[src/rtl/cpu_io_pkg.sv]
// cpu_io_pkg: shared helpers and defaults for the CPU output-capture block
package cpu_io_pkg;
  function automatic int clog2(input int n);
    int r;
    r = 0;
    while ((32'sd1 <<< r) < n) r++;
    return r;
  endfunction
  function automatic int ch_width(input int n);
    return (n > 1) ? clog2(n) : 1;
  endfunction
  localparam logic [19:0] DEF_CH_BASE = 20'hFFFF0;
  localparam int DEF_LOG_W = ch_width(4) + 16;
endpackage

[src/rtl/cpu_io_capture_sync_fifo.sv]
// sync_fifo: first-word-fall-through FIFO; a push into a full FIFO lands only when a pop frees a slot
module sync_fifo
  import cpu_io_pkg::*;
#(
  parameter int WIDTH = 8,
  parameter int DEPTH = 8
) (
  input  logic             clk,
  input  logic             reset,
  input  logic             push,
  input  logic [WIDTH-1:0] din,
  input  logic             pop,
  output logic [WIDTH-1:0] dout,
  output logic             empty,
  output logic             full
);
  localparam int AW = clog2(DEPTH);
  logic [WIDTH-1:0] r_mem [DEPTH];
  logic [AW-1:0] r_wptr, r_rptr;
  logic [AW:0] r_cnt;
  logic w_wr, w_rd;
  assign empty = r_cnt == '0;
  assign full  = r_cnt == (AW+1)'(DEPTH);
  assign w_rd  = pop && !empty;
  assign w_wr  = push && (!full || w_rd);
  assign dout  = r_mem[r_rptr];
  always_ff @(posedge clk or posedge reset)
    if (reset) begin
      r_wptr <= '0;
      r_rptr <= '0;
      r_cnt  <= '0;
    end else begin
      if (w_wr) r_wptr <= r_wptr + 1'b1;
      if (w_rd) r_rptr <= r_rptr + 1'b1;
      r_cnt <= r_cnt + (AW+1)'(w_wr) - (AW+1)'(w_rd);
    end
  always_ff @(posedge clk)
    if (w_wr) r_mem[r_wptr] <= din;
endmodule

[src/rtl/cpu_io_capture.sv]
// cpu_io_capture: snoops CPU stores into per-channel registers, logs them, counts cycles to halt
// Define CPU_IO_CAPTURE_ALL_EN to fold out-of-window stores into channel 0 (legacy last-store mode).
module cpu_io_capture
  import cpu_io_pkg::*;
#(
  parameter int                    ADDR_WIDTH = 20,
  parameter int                    DATA_WIDTH = 16,
  parameter int                    NUM_CH     = 4,
  parameter logic [ADDR_WIDTH-1:0] CH_BASE    = ADDR_WIDTH'(DEF_CH_BASE),
  parameter int                    FIFO_DEPTH = 8,
  parameter int                    CNT_WIDTH  = 32,
  localparam int                   CH_W       = ch_width(NUM_CH)
) (
  input  logic                         clk,
  input  logic                         reset,
  input  logic [ADDR_WIDTH-1:0]        bus_addr,
  input  logic [DATA_WIDTH-1:0]        bus_data,
  input  logic                         mem_write,
  input  logic                         halted,
  output logic [NUM_CH*DATA_WIDTH-1:0] solution,
  output logic [NUM_CH-1:0]            sol_valid,
  output logic [DATA_WIDTH-1:0]        log_data,
  output logic [CH_W-1:0]              log_ch,
  output logic                         log_valid,
  input  logic                         log_ready,
  output logic                         log_overflow,
  output logic [CNT_WIDTH-1:0]         cycles,
  output logic                         done
);
  localparam int LOG_W = CH_W + DATA_WIDTH;
  logic [ADDR_WIDTH-1:0] w_off;
  logic w_hit, w_cap, w_pop, w_full, w_empty;
  logic [CH_W-1:0] w_ch;
  logic [LOG_W-1:0] w_dout;
  logic [NUM_CH*DATA_WIDTH-1:0] r_sol;
  logic [NUM_CH-1:0] r_vld;
  logic r_ovf, r_done;
  logic [CNT_WIDTH-1:0] r_cyc;
  assign w_off = bus_addr - CH_BASE;
  assign w_hit = mem_write && !r_done && bus_addr >= CH_BASE && w_off < ADDR_WIDTH'(NUM_CH);
`ifdef CPU_IO_CAPTURE_ALL_EN
  assign w_cap = mem_write && !r_done;
  assign w_ch  = w_hit ? w_off[CH_W-1:0] : '0;
`else
  assign w_cap = w_hit;
  assign w_ch  = w_off[CH_W-1:0];
`endif
  assign w_pop = !w_empty && log_ready;
  always_ff @(posedge clk or posedge reset)
    if (reset) begin
      r_sol  <= '0;
      r_vld  <= '0;
      r_ovf  <= 1'b0;
      r_cyc  <= '0;
      r_done <= 1'b0;
    end else begin
      if (w_cap) begin
        r_sol[w_ch*DATA_WIDTH +: DATA_WIDTH] <= bus_data;
        r_vld[w_ch] <= 1'b1;
      end
      if (w_cap && w_full && !w_pop) r_ovf <= 1'b1;
      if (!r_done) begin
        if (r_cyc != '1) r_cyc <= r_cyc + 1'b1;
        if (halted) r_done <= 1'b1;
      end
    end
  sync_fifo #(.WIDTH(LOG_W), .DEPTH(FIFO_DEPTH)) u_fifo (
    .clk   (clk),
    .reset (reset),
    .push  (w_cap),
    .din   ({w_ch, bus_data}),
    .pop   (w_pop),
    .dout  (w_dout),
    .empty (w_empty),
    .full  (w_full)
  );
  assign {log_ch, log_data} = w_dout;
  assign log_valid    = !w_empty;
  assign solution     = r_sol;
  assign sol_valid    = r_vld;
  assign log_overflow = r_ovf;
  assign cycles       = r_cyc;
  assign done         = r_done;
endmodule

[config.mk]
export PLATFORM = sky130hd
export DESIGN_NAME = cpu_io_capture
export DESIGN_NICKNAME = d
export VERILOG_FILES = /design/src/rtl/cpu_io_pkg.sv /design/src/rtl/cpu_io_capture_sync_fifo.sv /design/src/rtl/cpu_io_capture.sv
export SDC_FILE = /design/constraint.sdc
export NUM_CORES = 1
export LEC_CHECK = 0
export CAP_MARGIN = 5
export CORE_MARGIN = 10
export CORE_UTILIZATION = 58
export DETAILED_ROUTE_END_ITERATION = 6
export PLACE_DENSITY = 0.85
export SYNTH_ARGS = -nofsm -noshare
export SYNTH_HDL_FRONTEND = slang
export SYNTH_SLANG_ARGS = --single-unit
export TNS_END_PERCENT = 5
[constraint.sdc]
create_clock -name clk -period 11.4 [get_ports clk]
set_input_delay 3.42 -clock clk [delete_from_list [all_inputs] [get_ports clk]]
set_output_delay 3.42 -clock clk [all_outputs]
set_load 0.01 [all_outputs]
* Yosys cells after proc, flatten, opt, wreduce, memory -nomap -nowiden *
Memory sizes are Yosys's and may differ from the RTL's.
Index checks and enable logic that the tools add are counted.

storage, ports and cells
  register bits after elaboration = 112
  RAM bits = 144
  bits of input ports = 41
  output and inout port bits = 121
  word-level logic and storage cells = 49
  memories kept = 1

memories
  name          depth  bits a word  rd ports  clocked after memory_dff  write ports  RTL line                        text
  u_fifo.r_mem  8      18           1         0                         1            cpu_io_capture_sync_fifo.sv:18  logic [WIDTH-1:0] r_mem [DEPTH];

cells by class
  add/sub/neg operators = 7
  order comparisons = 4
  eq/ne operators = 2
  shift-type cells = 2
  mux-type cells = 7
  bitwise gates (word level) = 2
  reduce and logical (&&, ||, !) cells = 16

operators with widths
  operator                                                            number
  bitwise mux 64 bit                                                  1
  variable shift 16 x 34 -> 64 bit (first input constant)             1
  indexed part select 16 x 34 -> 64 bit                               1
  negator 6 -> 34 bit                                                 1
  adder 32 x 1 -> 32 bit (second input constant)                      1
  inequality test 32 bit (second input constant)                      1
  greater-or-equal comparator 20 bit (second input constant)          1
  < comparator 20 x 3 -> 1 bit (second input constant)                1
  subtractor 20 bit (second input constant)                           1
  logical AND 1 bit                                                   9
  adder 3 x 1 -> 3 bit (second input constant)                        2
  2-to-1 mux 1 bit                                                    5
  adder 4 x 1 -> 4 bit                                                1
  == test 4 bit (second input constant)                               1
  zero test 1 bit                                                     4
  zero test 4 bit                                                     1
  bitwise OR 4 bit                                                    1
  subtractor 4 x 1 -> 4 bit                                           1
  < comparator 2 x 3 -> 1 bit (second input constant)                 1
  demux 1 bit (select 2 bit)                                          1
  greater-or-equal comparator 2 x 1 -> 1 bit (second input constant)  1
  AND reduction 2 bit                                                 1
  logical OR 1 bit                                                    1
  inverter 1 bit                                                      1

* Longest topological paths before layout *
  word-level depth = 8
  depth in mapped cells = 11
  gate-level depth less buffers = 11

* Hierarchy *
From an unflattened synthesis, not the netlist that was laid out.

unflattened totals
  cells, all modules = 730
  area total of the unflattened synthesis = 10600.2 um^2

by module, submodules not included
  module          instances  cells each  area each (um^2)  seq. area each (um^2)
  sync_fifo       1          271         6162.2            4574.4
  cpu_io_capture  1          459         4438.0            2552.4

* Worst setup path before layout *
No wires, ideal clock.

  path kind = in2reg
  start = input bus_addr[2]
  end = memory u_fifo.r_mem[2][0] (netlist name) (enable)
  setup time = 446 ps
  arrival = 6443 ps
  data required time = 10954 ps
  path slack = 4511 ps
  cell stages on the path = 7
  path buffers = 2
  cell sequence = nand4bb_1 nor4_4 and2_1 buf_4 nand2_1 buf_2 nor4b_1

between the ends
  cells in the longest elaborated chain, start to end = 6
  elaborated cells between the ends (all ways) = 8
  classes of those cells = add/sub: 1; order compare: 2; mux: 2; reduce/logical: 3

ends and longest elaborated chain
  what                                                                     RTL line                                    text
  start, declared                                                          cpu_io_capture.sv:16                        input logic [ADDR_WIDTH-1:0] bus_addr,
  subtractor 20 bit or greater-or-equal comparator 20 bit (tied branches)  cpu_io_capture.sv:39, cpu_io_capture.sv:40
  < comparator 20 x 3 -> 1 bit or logical AND 1 bit (tied branches)        cpu_io_capture.sv:40                        assign w_hit = mem_write && !r_done && bus_addr >= CH_BASE && w_off < ADDR_WIDTH'(NUM_CH);
  logical AND 1 bit *                                                      cpu_io_capture.sv:40
  logical AND 1 bit *                                                      cpu_io_capture_sync_fifo.sv:25              assign w_wr = push && (!full || w_rd);
  2-to-1 mux 1 bit *                                                       cpu_io_capture_sync_fifo.sv:38              if (w_wr) r_mem[r_wptr] <= din;
  2-to-1 mux 1 bit (not written as such) *                                 cpu_io_capture_sync_fifo.sv:38
  end, declared                                                            cpu_io_capture_sync_fifo.sv:18

Mark *: on every way between the ends. The rest lies on a longest branch, timed or not.

* Worst setup path in the final report *
  start = register u_fifo.r_rptr[0]
  end = output log_data[15]

between the ends
  cells in the longest elaborated chain, start to end = 1

ends and longest elaborated chain
  what                      RTL line                        text
  start, declared           cpu_io_capture_sync_fifo.sv:19  logic [AW-1:0] r_wptr, r_rptr;
  start signal, assigned    cpu_io_capture_sync_fifo.sv:34  if (w_rd) r_rptr <= r_rptr + 1'b1;
  memory read (8 x 18 bit)  -
  end, declared             cpu_io_capture.sv:22            output logic [DATA_WIDTH-1:0] log_data,

No other way between the ends.

==> key figures <==
Critical path
  – CP Capture Type: output port
  – R2r startpoint: done
  – Crit. Startpoint: u_fifo.r_rptr[0]
  – CP max FO: 38
  – Data required time at the worst endpoint: approximately 8 ns
  – Worst Path Arrival: around 2.9 ns
  – Worst r2r path cells: 6
  – CP Class: reg2out
  – Startpoint type of the worst setup path: register

Synthesis
  – Ys Warns: 0
  – Unique cell type count in the Yosys netlist: 38
  – Register area share after synthesis: 68.5%
  – Area leader, netlist: edfxtp_1
  – Post-synthesis cell area: about 10000 µm²
  – Top cells by count, synth: nand2_1 (148), edfxtp_1 (144), dfrtp_1 (112)
  – Yosys reg bits: roughly 260
  – Async set-reset flop share out of synthesis: between 40% and 50%
  – Top_reg_cell synth: edfxtp_1
  – Syn Inst Count: around 720
  – Area share of the largest cell type after synthesis: between 40% and 50%
  – Number of enable flip-flop cells after synthesis: ~140
  – Dominant cells by area after synthesis: edfxtp_1 (42%), dfrtp_1 (27%), mux4_2 (7.8%), nand2_1 (5.3%), o21ai_0 (3.1%)
  – Syn Nets: just under 800
  – Mean post-synth cell area: 14.4 µm²
  – Top-count cell post-synth: nand2_1

Layout
  – Layout fillers: a little over 1000
  – Ant diodes: 0
  – Nets: roughly 950
  – Syn-to-layout area delta: 26.7%
  – Fraction of layout cells with a size suffix above 1: between 10% and 20%
  – Fin util: between 70% and 80%

CTS
  – TritonCTS buffer count: 25
  – # resized after CTS: 0
  – Clock-pin slew of the registers on the worst-case setup and hold paths: 0.06 ns
  – Post-CTS Hold Buffers: 0
  – CTS tree: yes
  – Clock root buffer: clkbuf_16
  – Setup bufs post-CTS: 0
  – CTS max path bufs: 3
  – Sink Count: about 260
  – Clk_lat worst skew: roughly 0.52 ns
  – Htree depth: 1

Floorplanning
  – Std cell rows: 48
  – Die area: ~24000 µm²
  – Ports: 162
  – Starting Density: 59.7%
  – Die width: between 150 and 200 µm
  – Die H: 154 µm
  – Total core area: 17400 µm²

Power and ir drop
  – IR drop worst, VDD: 121 µV
  – Total power: 2400 µW
  – Leakage: a little under 0.005 µW
  – Cell Pwr Density: around 180 nW/µm²

Route
  – Pre-antenna DRT Iters: 5
  – Number of routed nets with antenna violations: 0
  – Vias per inst: approximately 5.9
  – DR vias: between 6000 and 7000
  – DRC viols: 0
  – Wirelength, routed: 26800 µm
  – DRT iter0 DRCs: 594
  – Wirelength per Cell: ~24 µm

Hold path
  – Min-Delay Path Class: reg2reg
  – Hold depth: 1
  – Hold path startpoint: sol_valid[0]

Global route
  – Number of global-route vias before repair: slightly above 7000
  – Total track usage: between 20 and 25%
  – Largest net degree at the start of global routing: between 70 and 80
  – Initial antenna violation count: 0
  – First-pass GRT wire length: 41900 µm
  – GRT overflow: 0

Timing
  – Setup TNS: 0 ns
  – Final period util: a little under three fifths
  – RSZ-0062 raised after global routing: false
  – Slew Limit Fails: 0
  – Max Clock Skew: about 0.015 ns
  – Tmin final: roughly 6.3 ns
  – Max Fclk: 159 MHz
  – Final hold slack: 0.455 ns
  – Final setup fails: 0
  – Final Hold Vio Count: 0
  – Measured slew at the worst slew-check pin: roughly 1.1 ns
  – Slew headroom: 23.4%
  – Slack of the critical path: slightly above 5 ns

Place
  – Setup WS pre-CTS: around 5 ns
  – Dpl hpwl: 17300 µm
  – Port bufs: between 150 and 200
  – RePlAce Congestion: between 0.8 and 0.9

Flow run
  – Max Cap Viol: 0

Run status
  – Status: finished, final reports clean
## kinds of logic (layout without fill, tap and decap cells)
| logic type | count (synthesis) | count (layout) | share of synthesized area, % |
|---|---|---|---|
| buf+inv | 48 | 235 | 1.86 |
| compound gates | 75 | 75 | 3.91 |
| flops | 256 | 256 | 68.5 |
| xor+xnor | 37 | 37 | 3.11 |
| simple gates | 232 | 232 | 10.4 |
| mux | 56 | 56 | 9.96 |
| fa+ha+maj | 18 | 18 | 2.24 |
## report_power, final
| part | internal (µW) | total (µW) | switching, µW | leakage, µW |
|---|---|---|---|---|
| clock | 515 | 861 | 346 | 0.000406 |
| combinational | 286 | 512 | 226 | 0.00171 |
| sequential | 995 | 1020 | 26.8 | 0.00283 |
## metrics by stage
step | area (µm²) | instances
6_report | 13200 | 1134
5_1_grt | 13200 | 1134
4_1_cts | 13200 | 1134
3_5_place_dp | 12300 | 1088
3_3_place_gp | 12300 | 1088
2_1_floorplan | 10400 | 722
## area by class of cell
cell class                 count  area, µm²  area share (%)
clock inverter                20        230            1.75
inverter                      17       66.3           0.503
tap                          225        282            2.14
clock buffer                  26        629            4.78
sequential                   256       7130            54.1
timing repair buffer         172       1690            12.9
multi-input combinational    418       3150            23.9
## layer usage
layer | vias up | share of wire, % | GRT usage [%]
li1 | 2956 | - | -
met1 | 3385 | 39 | 28.8
met2 | 317 | 48 | 35.5
met3 | 49 | 9.8 | 7.14
met4 | 0 | 2.8 | 7.74
met5 | - | 0 | 0
## state kept, by name, indices dropped and copies added (netlist names)
signal and flops:
u_fifo.r_mem 144, log_overflow 1, u_fifo.r_wptr 3, sol_valid 4, solution 64, u_fifo.r_cnt 4
u_fifo.r_rptr 3, done 1, cycles 32
## final timing paths
path	to	slack [ns]
min in group asynchronous	u_fifo.r_cnt[3]	3.29
max reg2reg	u_fifo.r_mem[1][15]	8.43
min reg2reg	sol_valid[0]	0.45
min	sol_valid[0]	0.45
max in group asynchronous	solution[17]	6.84
max	log_data[15]	5.09
## worst max-delay path: stages (launching register included)
cell and delay [ns]:
dfrtp_2 0.34, buf_4 0.57, mux4_2 0.65, mux2_2 0.29, clkdlybuf4s50_1 0.48
## cell usage in the layout (no fill, tap or decap), types with 5 or more instances in the layout
| cell type | Yosys | layout |
|---|---|---|
| mux4_2 | 36 | 36 |
| nand4_1 | 14 | 14 |
| nor3_1 | 10 | 7 |
| edfxtp_1 | 144 | 144 |
| nand3_1 | 18 | 18 |
| clkinv_1 | 0 | 6 |
| mux2_2 | 20 | 20 |
| nor2_1 | 11 | 11 |
| nand2_1 | 148 | 148 |
| clkdlybuf4s50_1 | 0 | 161 |
| ha_1 | 17 | 17 |
| dfrtp_1 | 112 | 111 |
| xor2_1 | 14 | 14 |
| and3_1 | 5 | 5 |
| a21o_1 | 5 | 5 |
| bufinv_16 | 0 | 5 |
| inv_1 | 17 | 16 |
| xnor2_1 | 23 | 23 |
| buf_4 | 2 | 11 |
| clkbuf_16 | 0 | 25 |
| o21ai_0 | 64 | 64 |
(Power assumes the default switching activity.)
